## src/rtl/imem_fetch_if.sv

```systemverilog
// Fetch-side bus bundle: imem read port plus the instruction handshake to decode.
//   master (fetch controller): drives imem_addr, instr, instr_pc, instr_valid;
//                              samples imem_q, instr_ready.
//   slave  (imem + decode)   : the opposite directions.
interface imem_fetch_if #(
  parameter int unsigned ADDR_WIDTH = 6,
  parameter int unsigned DATA_WIDTH = 32
);
  logic [ADDR_WIDTH-1:0] imem_addr;
  logic [DATA_WIDTH-1:0] imem_q;
  logic [DATA_WIDTH-1:0] instr;
  logic [ADDR_WIDTH+1:0] instr_pc;
  logic                  instr_valid;
  logic                  instr_ready;

  modport master (
    output imem_addr, instr, instr_pc, instr_valid,
    input  imem_q, instr_ready
  );

  modport slave (
    input  imem_addr, instr, instr_pc, instr_valid,
    output imem_q, instr_ready
  );
endinterface

```

## src/rtl/imem_fetch_ctrl.sv

```systemverilog
// Instruction fetch sequencer: holds the fetch PC, reads the combinational imem
// every cycle and buffers fetched words in a small prefetch FIFO presented to
// decode with valid/ready.
// Ports:
//   clk, reset          - clock, synchronous active-high reset
//   start, halt         - run control pulses (halt wins when both are high)
//   redirect_valid/_pc  - load new fetch PC (byte address) and flush the FIFO
//   busy, done          - state==RUN / state==DONE
//   bus (master)        - imem_addr/imem_q and instr/instr_pc/instr_valid/instr_ready
// Build option: define FETCH_WRAP_EN to wrap fetch_pc past the last word
// instead of stopping in DONE.
module imem_fetch_ctrl #(
  parameter int unsigned ADDR_WIDTH = 6,
  parameter int unsigned DATA_WIDTH = 32,
  parameter int unsigned QDEPTH     = 2
) (
  input  logic                  clk,
  input  logic                  reset,
  input  logic                  start,
  input  logic                  halt,
  input  logic                  redirect_valid,
  input  logic [ADDR_WIDTH+1:0] redirect_pc,
  output logic                  busy,
  output logic                  done,
  imem_fetch_if.master          bus
);

  localparam int unsigned PTR_W = 2;
  localparam int unsigned CNT_W = 3;
  localparam logic [ADDR_WIDTH-1:0] LAST_PC = '1;

  typedef enum logic [1:0] {S_IDLE, S_RUN, S_HALT, S_DONE} state_t;

  state_t                 state, state_nxt;
  logic [ADDR_WIDTH-1:0]  fetch_pc;
  logic [CNT_W-1:0]       count, cnt_nxt, cnt_left;
  logic [PTR_W-1:0]       rd_ptr, wr_ptr, rd_nxt;
  logic [DATA_WIDTH-1:0]  q_data [2**PTR_W];
  logic [ADDR_WIDTH-1:0]  q_pc   [2**PTR_W];
  logic [DATA_WIDTH-1:0]  instr_q;
  logic [ADDR_WIDTH+1:0]  instr_pc_q;
  logic                   instr_valid_q;
  logic                   deq, fetch;
  logic                   unused_pc_lsb;

  assign unused_pc_lsb = ^redirect_pc[1:0];

  assign bus.imem_addr   = fetch_pc;
  assign bus.instr       = instr_q;
  assign bus.instr_pc    = instr_pc_q;
  assign bus.instr_valid = instr_valid_q;

  function automatic logic [PTR_W-1:0] ptr_inc(input logic [PTR_W-1:0] p);
    return (p == PTR_W'(QDEPTH - 1)) ? '0 : p + PTR_W'(1);
  endfunction

  // State register
  always_ff @(posedge clk) begin
    if (reset) state <= S_IDLE;
    else       state <= state_nxt;
  end

  // Next state, fetch/dequeue decisions and FIFO bookkeeping
  always_comb begin
    state_nxt = state;
    deq       = instr_valid_q && bus.instr_ready;
    fetch     = (state == S_RUN) && !redirect_valid &&
                ((count < CNT_W'(QDEPTH)) || deq);
    cnt_left  = count - CNT_W'(deq);
    cnt_nxt   = cnt_left + CNT_W'(fetch);
    rd_nxt    = deq ? ptr_inc(rd_ptr) : rd_ptr;
    case (state)
      S_IDLE, S_HALT: if (start && !halt) state_nxt = S_RUN;
      S_RUN: begin
`ifdef FETCH_WRAP_EN
        if (halt) state_nxt = S_HALT;
`else
        // Once the last word is fetched there is nothing left to resume.
        if (fetch && (fetch_pc == LAST_PC)) state_nxt = S_DONE;
        else if (halt)                      state_nxt = S_HALT;
`endif
      end
      S_DONE: if (redirect_valid) state_nxt = S_RUN;
      default: state_nxt = S_IDLE;
    endcase
  end

  // Fetch PC, prefetch FIFO and registered outputs
  always_ff @(posedge clk) begin
    if (reset) begin
      fetch_pc      <= '0;
      count         <= '0;
      rd_ptr        <= '0;
      wr_ptr        <= '0;
      instr_q       <= '0;
      instr_pc_q    <= '0;
      instr_valid_q <= 1'b0;
      busy          <= 1'b0;
      done          <= 1'b0;
      for (int i = 0; i < 2**PTR_W; i++) begin
        q_data[i] <= '0;
        q_pc[i]   <= '0;
      end
    end else begin
      busy <= (state_nxt == S_RUN);
      done <= (state_nxt == S_DONE);
      if (redirect_valid) begin
        fetch_pc      <= redirect_pc[ADDR_WIDTH+1:2];
        count         <= '0;
        rd_ptr        <= '0;
        wr_ptr        <= '0;
        instr_valid_q <= 1'b0;
      end else begin
        if (fetch) begin
          q_data[wr_ptr] <= bus.imem_q;
          q_pc[wr_ptr]   <= fetch_pc;
          wr_ptr         <= ptr_inc(wr_ptr);
          fetch_pc       <= fetch_pc + ADDR_WIDTH'(1);
        end
        rd_ptr        <= rd_nxt;
        count         <= cnt_nxt;
        instr_valid_q <= (cnt_nxt != '0);
        // New head: the word being fetched if nothing older remains,
        // otherwise the stored entry at the next read pointer.
        if (fetch && (cnt_left == '0)) begin
          instr_q    <= bus.imem_q;
          instr_pc_q <= {fetch_pc, 2'b00};
        end else if (cnt_left != '0) begin
          instr_q    <= q_data[rd_nxt];
          instr_pc_q <= {q_pc[rd_nxt], 2'b00};
        end
      end
    end
  end

endmodule

```

## src/flat_wrapper.sv

```systemverilog
// flat-port wrapper written by rule: the top's interface ports become plain ports
module imem_fetch_ctrl_flat 
#(
  parameter int unsigned ADDR_WIDTH = 6,
  parameter int unsigned DATA_WIDTH = 32,
  parameter int unsigned QDEPTH     = 2
)
  (clk, reset, start, halt, redirect_valid, redirect_pc, busy, done, bus_imem_addr, bus_instr, bus_instr_pc, bus_instr_valid, bus_imem_q, bus_instr_ready);
  imem_fetch_if #(.ADDR_WIDTH(ADDR_WIDTH), .DATA_WIDTH(DATA_WIDTH)) bus_i ();
  input  logic clk;
  input  logic reset;
  input  logic start;
  input  logic halt;
  input  logic redirect_valid;
  input  logic [ADDR_WIDTH+1:0] redirect_pc;
  output logic busy;
  output logic done;
  output wire logic [$bits(bus_i.imem_addr)-1:0] bus_imem_addr;
  output wire logic [$bits(bus_i.instr)-1:0] bus_instr;
  output wire logic [$bits(bus_i.instr_pc)-1:0] bus_instr_pc;
  output wire logic [$bits(bus_i.instr_valid)-1:0] bus_instr_valid;
  input wire logic [$bits(bus_i.imem_q)-1:0] bus_imem_q;
  input wire logic [$bits(bus_i.instr_ready)-1:0] bus_instr_ready;
  assign bus_imem_addr = bus_i.imem_addr;
  assign bus_instr = bus_i.instr;
  assign bus_instr_pc = bus_i.instr_pc;
  assign bus_instr_valid = bus_i.instr_valid;
  assign bus_i.imem_q = bus_imem_q;
  assign bus_i.instr_ready = bus_instr_ready;
  imem_fetch_ctrl #(.ADDR_WIDTH(ADDR_WIDTH), .DATA_WIDTH(DATA_WIDTH), .QDEPTH(QDEPTH)) u_core (.clk(clk), .reset(reset), .start(start), .halt(halt), .redirect_valid(redirect_valid), .redirect_pc(redirect_pc), .busy(busy), .done(done), .bus(bus_i));
endmodule
```

## config.mk

```make
export PLATFORM = sky130hd
export DESIGN_NAME = imem_fetch_ctrl_flat
export DESIGN_NICKNAME = d
export VERILOG_FILES = /design/src/rtl/imem_fetch_if.sv /design/src/rtl/imem_fetch_ctrl.sv /design/src/flat_wrapper.sv
export SDC_FILE = /design/constraint.sdc
export NUM_CORES = 1
export LEC_CHECK = 0
export CORE_MARGIN = 3
export CORE_UTILIZATION = 50
export DETAILED_ROUTE_END_ITERATION = 7
export MAX_ROUTING_LAYER = met4
export PLACE_DENSITY = 0.74
export REMOVE_ABC_BUFFERS = 1
export SETUP_SLACK_MARGIN = 0.4
export SYNTH_ARGS = -nofsm -noshare
export SYNTH_HDL_FRONTEND = slang
export SYNTH_SLANG_ARGS = --single-unit
export TNS_END_PERCENT = 5
```

## constraint.sdc

```tcl
create_clock -name clk -period 3.71 [get_ports clk]
set_input_delay 0.371 -clock clk [delete_from_list [all_inputs] [get_ports clk]]
set_output_delay 0.371 -clock clk [all_outputs]
set_load 0.005 [all_outputs]
```

==> flow_metrics.py, run 1 <==
metrics = {
    "run_status": {
        "status": "finished, final reports clean",
    },
    "finish": {
        "stdcell_area_um2": 11260,
        "fin_nets": 908,
        "antennaDiodeCount": 0,
        "area_delta_synth_final_pct": 19.51,
        "drive_gt1_share_pct": 11.11,
        "final_cell_count_no_fill": 1102,
        "final_util_pct": 61.86,
    },
    "grt": {
        "grt_pass1_wl_um": 36660,
        "grt-ovfl-total": 0,
        "grt_max_degree": 78,
        "grt_util_all_layers_pct": 23.10,
        "antenna_found_initial": 0,
        "grt_pass1_vias": 6903,
    },
    "logic_synthesis": {
        "synth.top_cell.area_share_pct": 48.43,
        "synth_warnings": 0,
        "synthSimpleGateAreaFrac_pct": 19.59,
        "synth_mux_area_share_pct": 4.248,
        "synth_fa_ha_area_share_pct": 0.6637,
        "synth_top_family_by_area": "simple AND/OR/NAND/NOR gates",
        "yosysTopAreaCell": "edfxtp_1",
        "synth_seq_area_share_pct": 60.32,
        "synth-main-ff-cell": "edfxtp_1",
        "syn_area_per_cell_um2": 12.02,
        "synth_cell_types": 45,
        "synth_edf_count": 152,
        "synth_area_leaders": "edfxtp_1 48%, dfxtp_1 12%, and2_1 7.8%",
        "syn_inst": 784,
        "synth_compound_area_share_pct": 10.99,
        "synth_xor_area_share_pct": 0.8230,
        "async_flop_share_pct": 0,
        "ys_seq_elements": 208,
        "syn_area_um2": 9425,
    },
    "sta": {
        "max_freq_mhz": 344.0,
        "setup_viol": 0,
        "hold_viol": 0,
        "period_share_pct": 78.35,
        "fin_tns_setup_ns": 0,
        "slew-limit-headroom_pct": 22.01,
        "rsz0062_at_grt": "no",
        "fin_worst_skew_ns": 0.01701,
        "max_slew.worst_pin.slew_ns": 1.170,
        "finalCriticalPeriod_ns": 2.907,
        "drv_slew": 0,
    },
    "routing": {
        "via_count": 6574,
        "drt_iter0_markers": 590,
        "routed_wl_um": 23130,
        "drtPass1Iterations": 5,
        "drc": 0,
        "ant_nets": 0,
        "avgRoutedWirePerCell_um": 20.99,
        "routed_via_density": 5.966,
    },
    "pwr": {
        "vdd_drop_max_uv": 262.7,
        "total_power_mw": 5.197,
        "p_leak_nw": 4.198,
        "p_per_area_nw_per_um2": 461.4,
    },
    "clock_network": {
        "path_clk_slew_ns": 0.06,
        "cts_repair_resize_count": 0,
        "cts_tree": "yes",
        "cts_max_level": 1,
        "clock_latency_ns": 0.50,
        "hold_buffers": 0,
        "postCtsSetupBuffers": 0,
        "clock-sinks": 208,
        "root_buffer": "clkbuf_16",
        "cts_made_buffers": 22,
        "cts_buffer_depth": 3,
    },
    "setup_path": {
        "critPathKind": "reg2reg",
        "critical_path_arrival_ns": 3.34,
        "cp-end-kind": "register",
        "start_kind": "register",
        "critPathMaxFanout": 37,
        "required_ns": 4.14,
    },
    "placement": {
        "gp_congestion": 0.8299,
        "dpl_cell_area_um2": 10590,
        "dp_cells": 1062,
        "place_hpwl_um": 12970,
        "portBuffers": 90,
    },
    "die": {
        "die_w_um": 143.3,
        "core_area_um2": 18210,
        "die_area_um2": 20530,
        "io-pin-count": 95,
        "fp-row-count": 49,
        "dieHeight_um": 143.3,
        "start_util_pct": 51.76,
    },
    "min_path": {
        "hold_class": "in2reg",
    },
    "flow_run": {
        "maxCapViolCount": 0,
    },
}
==> final cells by class <==
type,count,area [µm²]
clock buffers,28,594.3
clock inverters,12,82.58
fillers,1420,6944
inverters,10,37.54
multi-input cells,508,3461
flip-flops and latches,208,5687
well taps,229,286.5
repair buffers,107,1116
==> flip-flops by register name, indices dropped and copies added (netlist names) <==
name and count:
u_core.count 3, u_core.q_pc 24, u_core.state 2, u_core.wr_ptr 2
u_core.done 1, u_core.bus.instr_pc 6, u_core.rd_ptr 2, u_core.busy 1
u_core.bus.instr_valid 1, u_core.bus.imem_addr 6, u_core.q_data 128, u_core.bus.instr 32
==> logic make-up (layout without fill, tap and decap cells) <==
kind of cell	after synthesis	after routing
compound gates	99	99
xor+xnor	8	8
fa+ha+maj	5	5
buf+inv	69	157
flops	208	208
mux	40	40
other cells	1	2
simple gates	354	354
==> synth_stat cells (3+ instances only) <==
cell      number
a21oi_1        7
a22o_1        37
buf_6          3
nor2_1        13
buf_2         16
clkbuf_1      33
nor3_1         4
dfxtp_1       56
xnor2_1        5
o21ai_0        4
buf_1          4
inv_1          9
nand3_1       42
ha_1           5
and3_1        40
and2_1       117
buf_4          3
edfxtp_1     152
a221oi_2      30
a221oi_1       9
nand2_1      121
or2_2          3
mux2i_1       40
nor2b_1        3
==> report_power, final <==
group,internal (mW),leakage [nW],switching (mW)
Combinational,0.196,1.87,0.281
Clock,1.20,0.333,0.872
Sequential,2.59,2.00,0.0522
==> placed cells by master, fill, tap and decap left out, types with 7 or more instances in the layout <==
| cell type | count |
|---|---|
| a21oi_1 | 7 |
| clkdlybuf4s50_1 | 90 |
| edfxtp_1 | 152 |
| a22o_1 | 37 |
| a221oi_1 | 9 |
| nand2_1 | 120 |
| inv_1 | 9 |
| buf_4 | 10 |
| buf_12 | 7 |
| mux2i_1 | 40 |
| dfxtp_1 | 55 |
| nand3_1 | 42 |
| clkbuf_16 | 23 |
| a221oi_2 | 30 |
| and2_1 | 117 |
| and3_1 | 40 |
| nor2_1 | 12 |
==> stage by stage <==
stage | setup slack [ns] | hold slack [ns]
final | 0.8032 | 0.4654
after global routing | 0.5536 | 0.4883
after CTS | 0.7946 | 0.4568
after detailed placement | 0.3535 | 0.4691
after global placement | 0.4567 | 0.4601
after floorplan | -0.7291 | 0.4401
==> metal layers <==
| metal | up-vias | track usage, % | routed length [µm] |
|---|---|---|---|
| met5 | - | - | 0 |
| met4 | 0 | 5.352 | 310 |
| met2 | 270 | 37.64 | 11240 |
| met1 | 3290 | 31.55 | 10110 |
| li1 | 2990 | - | - |
| met3 | 24 | 2.662 | 1465 |
==> worst max-delay path: stages (launching register included) <==
cell	delay (ns)
dfxtp_1	0.39
nand2_1	0.17
inv_1	0.12
ha_1	0.21
ha_1	0.19
xor2_1	0.19
nor3_4	0.21
a21oi_1	0.16
nor2_4	0.90
a22o_1	0.28
==> path summary, 6_finish.rpt <==
check	to	slack, ns	startpoint	depth (start not counted)
setup / recovery	u_core.bus.instr[7]	0.80	u_core.bus.instr_valid	9
hold / removal	u_core.bus.imem_addr[2]	0.47	redirect_pc[4]	3
setup reg to reg	u_core.bus.instr[7]	0.80	u_core.bus.instr_valid	9
hold reg to reg	u_core.bus.instr[11]	0.48	u_core.bus.instr[11]	1
(Power assumes the default switching activity.)
==> run 2: changes to the inputs <==
clock period = 2.76 ns   (was 3.71 ns; I/O delays follow)
==> run 2 against run 1 <==
Total power rose by 43%. Sequential share of layout area down 1.8 points. Fmax is 26% higher. Critical path depth increased by 3. First-iteration DRC count down 3.6%. Via count up 1.2%. Clock skew shrank 0.0087 ns. Combinational power grew 50%. Largest cell class unchanged.
==> flow_metrics.py, run 2 (synthesized netlist as in run 1, its figures left out) <==
metrics = {
    "run_status": {
        "status": "finished, final reports clean",
    },
    "clock_network": {
        "cts_max_level": 1,
        "hold_buffers": 0,
        "root_buffer": "clkbuf_16",
        "cts_made_buffers": 22,
        "path_clk_slew_ns": 0.06,
        "cts_buffer_depth": 3,
        "clock_latency_ns": 0.50,
        "cts_tree": "yes",
        "clock-sinks": 208,
    },
    "placement": {
        "dpl_worst_slack_ns": -0.2152,
        "place_hpwl_um": 13120,
        "portBuffers": 90,
        "gp_congestion": 0.8472,
    },
    "setup_path": {
        "critical_path_arrival_ns": 2.74,
        "crit_slowest_cell": "dfxtp_4",
        "crit_buf_inv": 5,
        "path_cells": "nand2_2, inv_2, ha_1, ha_4, inv_2, nor3_4, buf_6, a21oi_4, buf_12, clkbuf_16, a221oi_4, a22o_1",
        "r2r_slack_ns": 0.46,
        "worst_path_largest_cell_delay_ns": 0.36,
        "cp-end-kind": "register",
        "start_kind": "register",
        "critPathKind": "reg2reg",
        "critPathMaxFanout": 6,
        "cpMostUsedCell": "inv_2",
        "path_delay_family": "buffers and inverters",
        "required_ns": 3.20,
    },
    "grt": {
        "met1_usage_pct": 31.75,
        "use_met3_pct": 3.295,
        "grt_util_all_layers_pct": 23.58,
        "antenna_found_initial": 0,
        "grt_max_degree": 78,
        "grt-ovfl-total": 0,
        "grtUsageMet2_pct": 38.33,
        "grt_pass1_wl_um": 36800,
        "grt.busiest_layer": "met2",
        "grt_pass1_vias": 6706,
    },
    "routing": {
        "routed_wl_um": 23980,
        "drt_iter0_markers": 569,
        "ant_nets": 0,
        "drc": 0,
        "avgRoutedWirePerCell_um": 21.28,
        "routed_via_density": 5.902,
        "via_count": 6651,
        "drtPass1Iterations": 5,
    },
    "finish": {
        "antennaDiodeCount": 0,
        "area_delta_synth_final_pct": 24.08,
        "drive_gt1_share_pct": 14.81,
        "largest_register_ffs": 128,
        "layout_common_cells": "152 x edfxtp_1, 119 x nand2_1, 117 x and2_1",
        "regMostFlops": "u_core.q_data",
        "final_common_cell": "edfxtp_1",
        "fin_nets": 933,
        "fillers": 1325,
    },
    "pwr": {
        "p_per_area_nw_per_um2": 635.7,
        "vdd_drop_max_uv": 478.1,
        "p_leak_nw": 4.388,
    },
    "sta": {
        "max_freq_mhz": 435.0,
        "fin_tns_setup_ns": 0,
        "finalCriticalPeriod_ns": 2.299,
        "slew-limit-headroom_pct": 47.97,
        "fin_worst_skew_ns": 0.008309,
        "rsz0062_at_grt": "yes",
        "drv_slew": 0,
        "hold_viol": 0,
        "setup_viol": 0,
        "max_slew.worst_pin.slew_ns": 0.7805,
        "fin_ws_ns": 0.4610,
        "period_share_pct": 83.30,
    },
    "die": {
        "die_w_um": 143.3,
        "fp-row-count": 49,
        "io-pin-count": 95,
        "start_util_pct": 51.76,
        "die_area_um2": 20530,
        "dieHeight_um": 143.3,
        "core_area_um2": 18210,
    },
    "flow_run": {
        "maxCapViolCount": 0,
    },
    "min_path": {
        "hold_class": "in2reg",
    },
}
==> run 2: path summary, 6_finish.rpt <==
path	start	endpoint	cells past startpoint
worst max register to register	u_core.bus.instr_valid	u_core.bus.instr_pc[5]	12
worst min-delay path	redirect_pc[4]	u_core.bus.imem_addr[2]	3
worst max-delay path	u_core.bus.instr_valid	u_core.bus.instr_pc[5]	12
worst min register to register	u_core.bus.instr[9]	u_core.bus.instr[9]	1
==> run 2: cell type report <==
class / count / area, µm² / area share [%]
Timing Repair Buffer: 131 / 1354 / 11.58
Clock buffer: 32 / 649.4 / 5.553
Multi-Input combinational cell: 509 / 3538 / 30.26
Inverter: 10 / 37.54 / 0.3210
Clock inverter: 8 / 138.9 / 1.188
Tap cell: 229 / 286.5 / 2.450
Sequential cell: 208 / 5690 / 48.66
==> run 2: power breakdown <==
part / internal (mW) / switching (mW)
clock: 2.00 / 1.16
combinational: 0.302 / 0.413
sequential: 3.49 / 0.0674
==> run 2: stage by stage <==
step / hold WS (ns) / total power, mW / utilization [%] / cell area (µm²) / cells
CTS: 0.3596 / 7.435 / 63.38 / 11540 / 1119
global placement: 0.4617 / 4.246 / 58.61 / 10670 / 1075
detailed placement: 0.4662 / 4.273 / 58.61 / 10670 / 1075
finish: 0.3681 / 7.434 / 64.23 / 11700 / 1127
global route: 0.3799 / 7.667 / 64.23 / 11700 / 1127
floorplan: 0.3451 / 3.909 / - / 9154 / 726
==> run 2: what timing repair did <==
| action | CTS | global route |
|---|---|---|
| pin swaps | 1 | 5 |
| cloned | 2 | 2 |
| gates resized for setup | 5 | 11 |
| endpoints found under the setup margin | 37 | 37 |
| buffers inserted | 2 | 6 |
==> run 2: worst register-to-register path, cell delays in order, from the launching register on <==
cell and delay [ns]:
dfxtp_4 0.36, nand2_2 0.08, inv_2 0.04, ha_1 0.22, ha_4 0.28, inv_2 0.05
nor3_4 0.19, buf_6 0.15, a21oi_4 0.06, buf_12 0.16, clkbuf_16 0.17, a221oi_4 0.32
a22o_1 0.16
==> run 2: per-layer routing <==
layer  wire, µm  share of wire [%]
met5          0                  0
met3       1569                6.5
met2      11730                 49
met4        300                1.3
met1      10380                 43
==> run 3: changes to the inputs <==
clock period = 2.2 ns   (was 2.76 ns; I/O delays follow)
==> run 3 against run 2 <==
The flow now finishes with violations (negative setup slack). Fmax up 2.9%. Core utilization increased by 4.3 points. Sequential power up 26%. Critical endpoint is now u_core.bus.instr[10]. Largest cell class unchanged. Largest power group unchanged. Highest routed layer unchanged.
==> flow_metrics.py, run 3 (synthesized netlist as in run 1, its figures left out) <==
metrics = {
    "finish": {
        "final_cell_count_no_fill": 1163,
        "regArea_um2": 5695,
        "fin_nets": 969,
        "final_common_cell": "edfxtp_1",
        "antennaDiodeCount": 0,
        "layout_common_cells": "152 x edfxtp_1, 119 x nand2_1, 117 x and2_1",
        "regMostFlops": "u_core.q_data",
        "fillers": 1218,
        "area_delta_synth_final_pct": 32.39,
        "drive_gt1_share_pct": 21.95,
        "largest_register_ffs": 128,
        "stdcell_area_um2": 12480,
        "multi_input_area_um2": 3730,
        "final_util_pct": 68.53,
    },
    "clock_network": {
        "cts_max_level": 1,
        "clock_latency_ns": 0.49,
        "root_buffer": "clkbuf_16",
        "hold_buffers": 0,
        "path_clk_slew_ns": 0.06,
        "cts_tree": "yes",
        "cts_made_buffers": 22,
        "cts_buffer_depth": 3,
        "clock-sinks": 208,
    },
    "die": {
        "start_util_pct": 51.76,
        "io-pin-count": 95,
        "fp-row-count": 49,
        "dieHeight_um": 143.3,
        "die_area_um2": 20530,
        "die_w_um": 143.3,
        "core_area_um2": 18210,
    },
    "routing": {
        "routed_wl_um": 26290,
        "avgRoutedWirePerCell_um": 22.61,
        "drt_iter0_markers": 599,
        "drtPass1Iterations": 5,
        "drc": 0,
        "via_count": 6985,
        "ant_nets": 0,
        "routed_via_density": 6.006,
    },
    "sta": {
        "hold_viol": 0,
        "fin_tns_setup_ns": -0.4110,
        "drv_slew": 0,
        "period_share_pct": 101.6,
        "setup_viol": 22,
        "hold_slack_ns": 0.3042,
        "fin_worst_skew_ns": 0.009588,
        "rsz0062_at_grt": "yes",
        "max_freq_mhz": 447.4,
        "fin_ws_ns": -0.03511,
        "finalCriticalPeriod_ns": 2.235,
    },
    "flow_run": {
        "maxCapViolCount": 0,
    },
    "run_status": {
        "violations": "negative setup slack",
        "status": "finished with violations",
    },
    "setup_path": {
        "critPathKind": "reg2reg",
        "cpMostUsedCell": "buf_6",
        "required_ns": 2.58,
        "crit_slowest_cell": "dfxtp_2",
        "r2r-start": "u_core.bus.instr_valid",
        "critical_path_arrival_ns": 2.61,
        "cp-end-kind": "register",
        "crit_buf_inv": 7,
        "path_delay_family": "buffers and inverters",
        "start_kind": "register",
        "critPathLaunch": "u_core.bus.instr_valid",
        "critPathMaxFanout": 5,
        "path_cells": "nand2_2, inv_2, ha_4, ha_4, xor2_4, nor3_4, buf_6, buf_8, a21boi_4, buf_6, buf_6, buf_6, buf_16, nand3_2, a22o_1",
        "worst_path_largest_cell_delay_ns": 0.33,
    },
    "placement": {
        "place_hpwl_um": 13670,
        "portBuffers": 90,
        "dpl_cell_area_um2": 10950,
        "gp_congestion": 0.8366,
        "dp_cells": 1090,
        "dpl_worst_slack_ns": -0.4181,
    },
    "min_path": {
        "hold_class": "in2reg",
        "min_from": "redirect_pc[4]",
    },
    "grt": {
        "grt-ovfl-total": 0,
        "antenna_found_initial": 0,
        "grt_max_degree": 45,
        "grt_util_all_layers_pct": 26.07,
        "grt_pass1_wl_um": 40210,
        "grt_pass1_vias": 7145,
    },
    "pwr": {
        "p_leak_nw": 4.823,
        "p_per_area_nw_per_um2": 746.6,
        "total_power_mw": 9.316,
        "vdd_drop_max_uv": 567.5,
    },
}
run 3: per-layer routing:
metal  GRT usage, %  up-vias  routed length [µm]
li1               -     3120                   -
met1          33.29     3480               10570
met2          43.87      334               13090
met3          4.526       51                2123
met4          6.293        0                 512
met5              -        -                   0
run 3: layout make-up:
cell class / count / share of cell area [%]
Tap cell: 229 / 2.296
Inverter: 10 / 0.3008
Clock buffer: 28 / 4.843
Timing Repair Buffer: 168 / 16.09
Multi-Input combinational cell: 508 / 29.89
Sequential cell: 208 / 45.64
Clock inverter: 12 / 0.9325
run 3: final timing paths:
kind,end,slack (ns),cells past startpoint
max,u_core.bus.instr[10],-0.04,15
min reg2reg,u_core.bus.instr[9],0.48,1
min,u_core.bus.imem_addr[2],0.30,3
max reg2reg,u_core.bus.instr[10],-0.04,15
run 3: report_power, final:
group / switching (mW) / internal [mW] / leakage [nW]
Sequential: 0.0865 / 4.38 / 2.00
Combinational: 0.606 / 0.576 / 2.47
Clock: 1.49 / 2.18 / 0.353
Total: 2.18 / 7.14 / 4.82
run 3: worst register-to-register path, stage by stage, from the launching register on:
cell      delay [ns]
dfxtp_2         0.33
nand2_2         0.06
inv_2           0.08
ha_4            0.14
ha_4            0.16
xor2_4          0.18
nor3_4          0.07
buf_6           0.12
buf_8           0.11
a21boi_4        0.15
buf_6           0.13
buf_6           0.10
buf_6           0.12
buf_16          0.13
nand3_2         0.06
a22o_1          0.17
run 3: what timing repair did:
action / 4_1_cts / 5_1_grt
buffers inserted: 21 / 2
endpoints found under the setup margin: 203 / 301
gates resized for setup: 36 / 44
cloned: 10 / 0
pin swaps: 7 / 7
==> edit 1: new RTL, config.mk and constraints of run 1 <==
The option `FETCH_WRAP_EN` is turned on by a define.
--- a/src/rtl/imem_fetch_ctrl.sv
+++ b/src/rtl/imem_fetch_ctrl.sv
@@ -11,2 +11,4 @@
 // instead of stopping in DONE.
+`define FETCH_WRAP_EN
+
 module imem_fetch_ctrl #(
Behaviour: not the same (Yosys sat finds a counterexample within 4 cycles, from zero or initial values and one cycle with reset high).
==> edit 1 against run 1 <==
Synthesized area increased by 0.61%. Worst setup slack improved by 240 ps. Sequential cell count unchanged. Register-to-register slack improved by 270 ps. Worst hold slack got worse by 42 ps. Total power increased by 1.4%. Routed wire length decreased by 9.6%. Global-route usage decreased by 1.9 points. Via count decreased by 5.4%. Core utilization increased by 0.094 points. Design area increased by 0.49%. Largest power group unchanged.
==> edit 1: results (changes against run 1) <==
Hold path:
- The endpoint of the worst hold-timing path is u_core.bus.imem_addr[4].
- In this run the most critical hold path is launched from redirect_pc[6].

Setup path:
- In this run the critical register-to-register path is captured at u_core.bus.instr[3].
- The depth of the most critical reg-to-reg path is 10 (+1).
- The arrival time of the worst setup path is 3070 ps (-270 ps).
- The first element of the critical path is bus_instr_ready.
- The largest fanout of any net on the critical path was 16 (-57%).
- The setup slack of the worst register-to-register path came to 1070 ps (+270 ps).

Power and ir drop:
- The maximum ir drop on the vdd rail is 0.260 mV (-0.87%).
- The leakage component of the power was 4.09 nW (-2.6%).

Global routing:
- The first-pass GRT wire length came to 33,300 um (-9.2%).
- The number of global-route vias before repair was 6,329 (-8.3%).
- The overall global routing resource usage came to 0.212 (-0.0194).
- The largest net degree at the start of global routing is 39 (-50%).

Timing:
- The remaining max-slew budget at the tightest pin was 0.651 (+0.431).
- The final worst clock skew came to 12.1 ps (-4.93 ps).

Route:
- The routed length on met1 was 9210 um (-8.9%).
- The length of the first detailed-routing pass in iterations is 4 (-1).
- The number of DRC violations after detailed-routing iteration 0 is 444 (-25%).
- The met2 layer wire length in the routed design was 9830 um (-13%).
- The detailed route wirelength on metal3 is 1320 um (-9.7%).
- The wire length after detailed routing was 20,900 um (-9.6%).
- The total via count in the routed design is 6,219 (-5.4%).

Yosys:
- The number of distinct library cell variants in the gate-level netlist after synthesis came to 50 (+11%).
- The sequential area share after synthesis was 0.600 (-0.00366).
- The multiplexer area fraction after synthesis is 0.0439 (+0.00146).
- In the post-synthesis netlist, the biggest area contributors are sky130_fd_sc_hd__edfxtp_1 48%, sky130_fd_sc_hd__dfxtp_1 12%, sky130_fd_sc_hd__and2_1 9.8%, sky130_fd_sc_hd__o32ai_2 5.3%, sky130_fd_sc_hd__mux2_2 4.4%.
- The share of flip-flops with an asynchronous set or reset is 0 (unchanged).
- The post-synthesis xor/xnor area fraction is 0.00369 (-0.00454).
- The complex-gate fraction of the synthesized area was 0.107 (-0.00265).

Die:
- The effective utilization at floorplan is 0.519 (+0.00141).

Clocking:
- The number of buffers inserted during clock tree synthesis is 21 (-4.5%).

Status:
- The run finished with clean final reports.

Placed design:
- The total half-perimeter wirelength after legalization and detailed placement is 12,000 um (-7.2%).
- The global placer's final weighted congestion is 0.800 (-3.6%).

Layout:
- The final layout net count is 912 (+0.44%).
-- edit 1: through the flow --
step / worst slack (ps) / util / std cells / hold WS [ps] / cell area (sq um)
after floorplan: 232 / - / 727 / 440 / 9180
after global placement: 641 / 0.581 / 1067 / 459 / 10600
after detailed placement: 575 / 0.581 / 1067 / 456 / 10600
after CTS: 1010 / 0.620 / 1105 / 413 / 11300
after global routing: 859 / 0.620 / 1105 / 434 / 11300
final: 1040 / 0.620 / 1105 / 424 / 11300
-- edit 1: routing by layer --
metal	vias up	GRT usage
met3	46	0.0316
li1	2941	-
met4	0	0.0659
met2	219	0.342
met5	-	-
met1	3013	0.279
-- edit 1: critical path, stage by stage --
cell and delay (ps):
sky130_fd_sc_hd__clkdlybuf4s50_1 500, sky130_fd_sc_hd__nand2_1 170, sky130_fd_sc_hd__inv_1 100, sky130_fd_sc_hd__ha_1 190, sky130_fd_sc_hd__ha_1 200, sky130_fd_sc_hd__xnor2_1 300, sky130_fd_sc_hd__nand3_2 170, sky130_fd_sc_hd__o21ai_4 370
sky130_fd_sc_hd__buf_4 320, sky130_fd_sc_hd__o22ai_1 120, sky130_fd_sc_hd__o32ai_1 240
-- edit 1: area by class of cell --
class	count	area (sq um)
clock buffers	29	566
clock inverters	9	148
fillers	1411	6950
inverters	46	178
multi-input cells	473	3330
flip-flops and latches	208	5690
well taps	229	287
repair buffers	111	1120
-- edit 1: where the power goes --
group / total, W / leakage (nW) / internal (W) / switching (W)
combinational: 0.000439 / 1.75 / 0.000196 / 0.000243
clock: 0.00221 / 0.349 / 0.00135 / 0.000862
sequential: 0.00262 / 1.99 / 0.00258 / 0.0000400
total: 0.00527 / 4.09 / 0.00413 / 0.00114
==> edit 2: new RTL, settings of run 1 <==
Made on the original files. Re-encode `state_t` (4 states) as one-hot, 4 bits wide.
--- a/src/rtl/imem_fetch_ctrl.sv
+++ b/src/rtl/imem_fetch_ctrl.sv
@@ -31,3 +31,3 @@
 
-  typedef enum logic [1:0] {S_IDLE, S_RUN, S_HALT, S_DONE} state_t;
+  typedef enum logic [3:0] {S_IDLE = 4'b0001, S_RUN = 4'b0010, S_HALT = 4'b0100, S_DONE = 4'b1000} state_t;
 
Formal check against the unedited RTL: same outputs for any inputs over 4 cycles, from zero or initial values and one cycle with reset high; so few cycles prove little.
==> edit 2 against run 1 <==
Worst setup slack worse by 33 ps. Total power shrank 3.4%. Design area is 6.2% higher. Sequential cell count is 2 higher. Synthesized area grew 6.9%. Clock power increased by 4%. Routed wire length up 10%. Largest cell class unchanged.
==> edit 2: results (changes against run 1) <==
Power and ir drop:
- The power density over the cells is 419 nW/um^2 (-9.1%).
- The leakage component of the power is 4.53 nW (+7.8%).
- The net switching power is 0.00106 W (-12%).
- The maximum ir drop on the vdd rail is 0.291 mV (+11%).
- The register share of total power is 0.521 (+0.012).
- The clock network fraction of design power is 0.429 (+0.030).

Layout:
- The final-layout fill cell count was 1,616 (+14%).
- The fraction of layout instances using a drive strength above 1 came to 0.0860 (-0.0251).

Route:
- The wire length after detailed routing was 25,500 um (+10%).
- The detailed route wirelength on metal3 was 2030 um (+39%).
- The met2 layer wire length in the routed design is 12,500 um (+11%).
- The number of DRC violations after detailed-routing iteration 0 was 634 (+7.5%).

Yosys:
- The complex-gate fraction of the synthesized area is 0.143 (+0.0329).
- The share of the synthesized area in the top cell type is 0.453 (-0.0312).
- The number of distinct library cell variants in the gate-level netlist after synthesis is 59 (+31%).
- The sequential area share after synthesis is 0.568 (-0.0349).
- The adder and majority gate portion of the synthesized area was 0.00621 (-0.000428).
- The multiplexer area fraction after synthesis is 0.0697 (+0.0272).
- The post-synthesis xor/xnor area fraction is 0.00869 (+0.000463).

Setup path:
- The largest stage delay on the critical path came to 670 ps (-230 ps).
- The arrival time of the worst setup path is 3390 ps (+50 ps).
- The master of the slowest instance on the critical path is sky130_fd_sc_hd__nor2_2.
- The largest fanout of any net on the critical path is 18 (-51%).

Placed design:
- The global placer's final weighted congestion is 0.805 (-3.0%).
- The worst setup slack after placement was 443 ps (+89.4 ps).
- The total half-perimeter wirelength after legalization and detailed placement is 14,200 um (+9.5%).

Global routing:
- The overall global routing resource usage is 0.240 (+0.00860).
- The first-pass GRT wire length is 40,400 um (+10%).
- The number of global-route vias before repair is 7,594 (+10%).
- The initial antenna violation count is 1 (+1).

Timing:
- The remaining max-slew budget at the tightest pin was 0.428 (+0.207).
- The final worst clock skew is 11.5 ps (-5.48 ps).

Hold path:
- The hold path depth came to 2 (-1).

Status:
- The flow ran to the end, and the final reports show no timing, DRC or antenna violations.
[edit 2: cell count changes after synthesis, moves of 30 or more]
cell / before / now
sky130_fd_sc_hd__nand2_1: 121 / 86
sky130_fd_sc_hd__nand3_1: 42 / 5
sky130_fd_sc_hd__a22oi_1: 0 / 33
sky130_fd_sc_hd__o311ai_0: 0 / 33
sky130_fd_sc_hd__a21o_1: 0 / 35
sky130_fd_sc_hd__a22o_1: 37 / 0
sky130_fd_sc_hd__a221oi_2: 30 / 0
[edit 2: routing by layer]
| metal | up-vias | global-route usage |
|---|---|---|
| met5 | - | - |
| met4 | 0 | 0.0711 |
| met3 | 52 | 0.0343 |
| met2 | 338 | 0.395 |
| met1 | 3610 | 0.312 |
| li1 | 3389 | - |
[edit 2: area by class of cell]
cell class	count	area, sq um	area share
sequential	210	5730	0.479
multi-input combinational	572	3980	0.332
timing repair buffer	120	1170	0.0979
clock buffer	37	699	0.0584
tap	265	332	0.0277
inverter	11	41.3	0.00345
clock inverter	3	16.3	0.00136
antenna	1	2.50	0.000209
